### config.mk
export PLATFORM = sky130hd
export DESIGN_NAME = bit_counter_shift_reg
export DESIGN_NICKNAME = d
export VERILOG_FILES = /design/src/rtl/bit_counter_shift_reg.sv
export SDC_FILE = /design/constraint.sdc
export NUM_CORES = 1
export LEC_CHECK = 0
export ABC_CLOCK_PERIOD_IN_PS = 1000
export BUFFER_PORTS_ARGS = -buffer_cell sky130_fd_sc_hd__buf_2
export CORE_MARGIN = 2
export CORE_UTILIZATION = 37
export DETAILED_ROUTE_END_ITERATION = 6
export GPL_TIMING_DRIVEN = 0
export PLACE_DENSITY = 0.81
export SYNTH_ARGS = -nofsm -noshare
export SYNTH_HDL_FRONTEND = slang
export SYNTH_SLANG_ARGS = --single-unit
### constraint.sdc
create_clock -name clk -period 1 [get_ports clk]
set_input_delay 0.05 -clock clk [delete_from_list [all_inputs] [get_ports clk]]
set_output_delay 0.05 -clock clk [all_outputs]
set_load 0.005 [all_outputs]
### src/rtl/bit_counter_shift_reg.sv
// Bit-position counter and load-enabled register for serial-protocol models.
// The counter clears on reset; the register ignores reset and keeps its contents.
module bit_counter_shift_reg #(
    parameter int CNT_WIDTH = 5,
    parameter int REG_WIDTH = 8
) (
    input  logic                 clk,
    input  logic                 reset,
    input  logic                 cnt_en,
    output logic [CNT_WIDTH-1:0] count,
    input  logic                 reg_en,
    input  logic [REG_WIDTH-1:0] d,
    output logic [REG_WIDTH-1:0] q
);

    logic [CNT_WIDTH-1:0] r_count;
    logic [REG_WIDTH-1:0] r_q;
    logic [CNT_WIDTH-1:0] w_countInc;

    // Natural modulo-2^CNT_WIDTH wrap; the carry-out is simply dropped.
    assign w_countInc = r_count + CNT_WIDTH'(1);

    always_ff @(posedge clk) begin
        if (reset) begin
            r_count <= '0;
        end else if (cnt_en) begin
            r_count <= w_countInc;
        end
    end

    // Deliberately reset-less so shifted-in frame data survives a counter reset.
    always_ff @(posedge clk) begin
        if (reg_en) begin
            r_q <= d;
        end
    end

    assign count = r_count;
    assign q     = r_q;

endmodule

==> impl_results.md <==
- Crit-path cells: ha_4, nand4_4, mux2_4
- FMAX: 1000 MHz
- Post-route design area: 766 um2
- Remaining Overflow, GRT: 0
- Worst IR Drop VDD: 0.688 mV
- PwrDens: around 1400 mW/mm2
- Synth top area cells: edfxtp_1 (49%), dfxtp_1 (21%), mux2_4 (6.2%)
- Vias/cell: 4.53
- CP arrival: 1160 ps
- R2R setup slack: 1 ps
- Post-synth EDFFs: 8
- Synth cell types: 13
- Uppermost layer routed: met4
- Vias in the first global route: 320
- Non-filler cells, final: 81
- Synthesized instance count: 30
- Global-route wire length before repair: 1.24 mm
- Dpl cell area: 642 um2
- DRC errors left: 0
- Largest net degree at the start of global routing: 9
- Ys flop type: edfxtp_1
- Port Buffers: 23
- Met2 Wirelength: 406 um
- Area Overhead vs Synth: 56.9%
- Yosys reg bits: 13
- Syn avg cell area: ~16 um2
- Layout cell share with drive strength beyond 1: 0.545
- Final nets: 80
- Area leader, netlist: edfxtp_1
- Clock network fraction of design power: 0.291
- Max Cap Viol: 0
- Sequential-to-total area share from yosys stat: 0.697
- Synth Cell Area: 488 um2
- Final period utilization: 0.999
- CP max FO: 3
- Die X: 40.3 um
- Final setup vio count: 0
- Die area: 0.00163 mm2
- Int Pwr: 0.841 mW
- Fillcell total: 108
- Clk_skew: 2.87 ps
- DR iter-0 viols: 2
- Logic pwr share: 0.124
- All-Layer GR Usage: 0.119
- TritonCTS clock tree: done
- Post-Route WL: 956 um
- Outcome: finished, final reports clean
- Setup crit start kind: flop
- Post-route ant nets: 0
- Initial core utilization: 0.385
- Io pins: 25
- Root Buffer: clkbuf_4
- Worst path required time: 1160 ps
- Clk_lat worst skew: 270 ps
- CTS Buffer Depth: 2
- Ys async rst share: 0
- RSZ-0062 raised after global routing: yes
- TritonCTS Buffers: 3
- CTS HTree Levels: 1
- Top cell type's share of synthesized area: 0.492
- Hold Crit Class: input pin to flop
- ANT cells: 0
- Slew @ Worst Pin: 188 ps
- Most common cell in the netlist: edfxtp_1
- Clock period minus worst slack: 999 ps
- NetSw: 0.229 mW
- Initial antenna violation count: 0
- Met3 WL: 110 um
- Pre-antenna DRT Iters: 2
- Slew Limit Headroom: 0.874
- Synth Warn #: 0
- DR vias: 367
- M1 WL: 430 um
- Switching share of total power: 0.214
- Max Slew Vio Count: 0
- GP Congestion: roughly 0.6
- Worst path max stage delay: 370 ps
- Row count: 13
- Crit end category: flop
- Sequential share of power: 0.585
- Crit Path Class: flop to flop
- Slowest cell on crit path: dfxtp_4
- Final Hold Fails: 0
- Pleak: between 0.3 and 0.4 nW
- Clk slew on worst S/H paths: 70 ps
- Core Box Area: around 0.0013 mm2
- Placed cell count: 68
- Clk sink count: 13
- Syn_nets: 43
- Die Y-Extent: 40.3 um
- Per-cell routed wire length: 11.8 um
- Commonest cells post-synth: edfxtp_1 (8), dfxtp_1 (5), nor2_1 (4)
==> critical path, delay by kind of cell, from the launching register on <==
| family | cells | cell delay [ps] |
|---|---|---|
| and+or+nand+nor | 1 | 70 |
| muxes | 1 | 300 |
| adders and majority gates | 1 | 150 |
| DFF | 1 | 370 |
==> sequential cells by signal, indices dropped and copies added, names as in the netlist <==
| register | flops |
|---|---|
| q | 8 |
| count | 5 |
==> through the flow <==
stage / setup slack [ps] / hold WS [ps] / total power, mW / utilization / TNS [ps]
3_3_place_gp: 7.12 / 228 / 0.735 / 0.506 / 0
2_1_floorplan: 19.3 / 113 / 0.674 / - / 0
4_1_cts: -3.97 / 28.3 / 1.08 / 0.603 / -3.97
6_report: 1.03 / 26.7 / 1.07 / 0.604 / 0
5_1_grt: -27.3 / 37.8 / 1.12 / 0.604 / -27.3
3_5_place_dp: 1.13 / 228 / 0.739 / 0.506 / 0
==> power groups by stage <==
| stage | Combinational [mW] | Clock (mW) | Sequential, mW |
|---|---|---|---|
| floorplan | 0.0301 | 0 | 0.644 |
| global placement | 0.0968 | 0 | 0.638 |
| detailed placement | 0.100 | 0 | 0.639 |
| CTS | 0.134 | 0.318 | 0.626 |
| global route | 0.150 | 0.337 | 0.630 |
| finish | 0.133 | 0.311 | 0.625 |
==> layout make-up <==
class                      instances  area (um2)  area share
timing repair buffer              32         203       0.265
tap                               15        18.8      0.0245
buffer                             1        11.3      0.0147
clock buffer                       4        26.3      0.0343
multi-input combinational         16         158       0.206
sequential                        13         349       0.456
==> cell usage in the layout, fill, tap and decap left out, drive strengths merged <==
| cell type | instances |
|---|---|
| a21oi | 1 |
| a21bo | 1 |
| nand4 | 2 |
| buf | 25 |
| mux2i | 1 |
| mux2 | 2 |
| clkbuf | 4 |
| ha | 1 |
| nor2b | 2 |
| nor2 | 4 |
| dlygate4sd3 | 8 |
| dfxtp | 5 |
| xnor2 | 1 |
| edfxtp | 8 |
| nand3b | 1 |
==> kinds of logic after synthesis <==
group	count (synthesis)	share of synthesized area
xor gates and xnor gates	1	0.0180
and+or+nand+nor	9	0.123
adders and majority gates	1	0.0256
muxes	3	0.0821
AOI/OAI and AO/OA	2	0.0308
DFF	13	0.697
buffers and inverters	1	0.0231
==> timing repair <==
action,4_1_cts,5_1_grt
gates cloned,0,0
buffers inserted,1,0
hold buffers,8,0
endpoints found under the setup margin,1,2
endpoints found under the hold margin,8,0
resized for setup,1,1
pin swaps,1,0
==> path summary, 6_finish.rpt <==
| check | from | end | cells past startpoint |
|---|---|---|---|
| min | reset | count[2] | 2 |
| max | count[0] | count[4] | 3 |
| min reg2reg | count[1] | count[1] | 2 |
| max reg2reg | count[0] | count[4] | 3 |
==> per-layer routing <==
layer,vias up,track usage
met2,25,0.218
met3,2,0.0167
met5,-,0
met1,158,0.137
met4,0,0.0500
li1,182,-
Power figures use the tool's default switching activity.
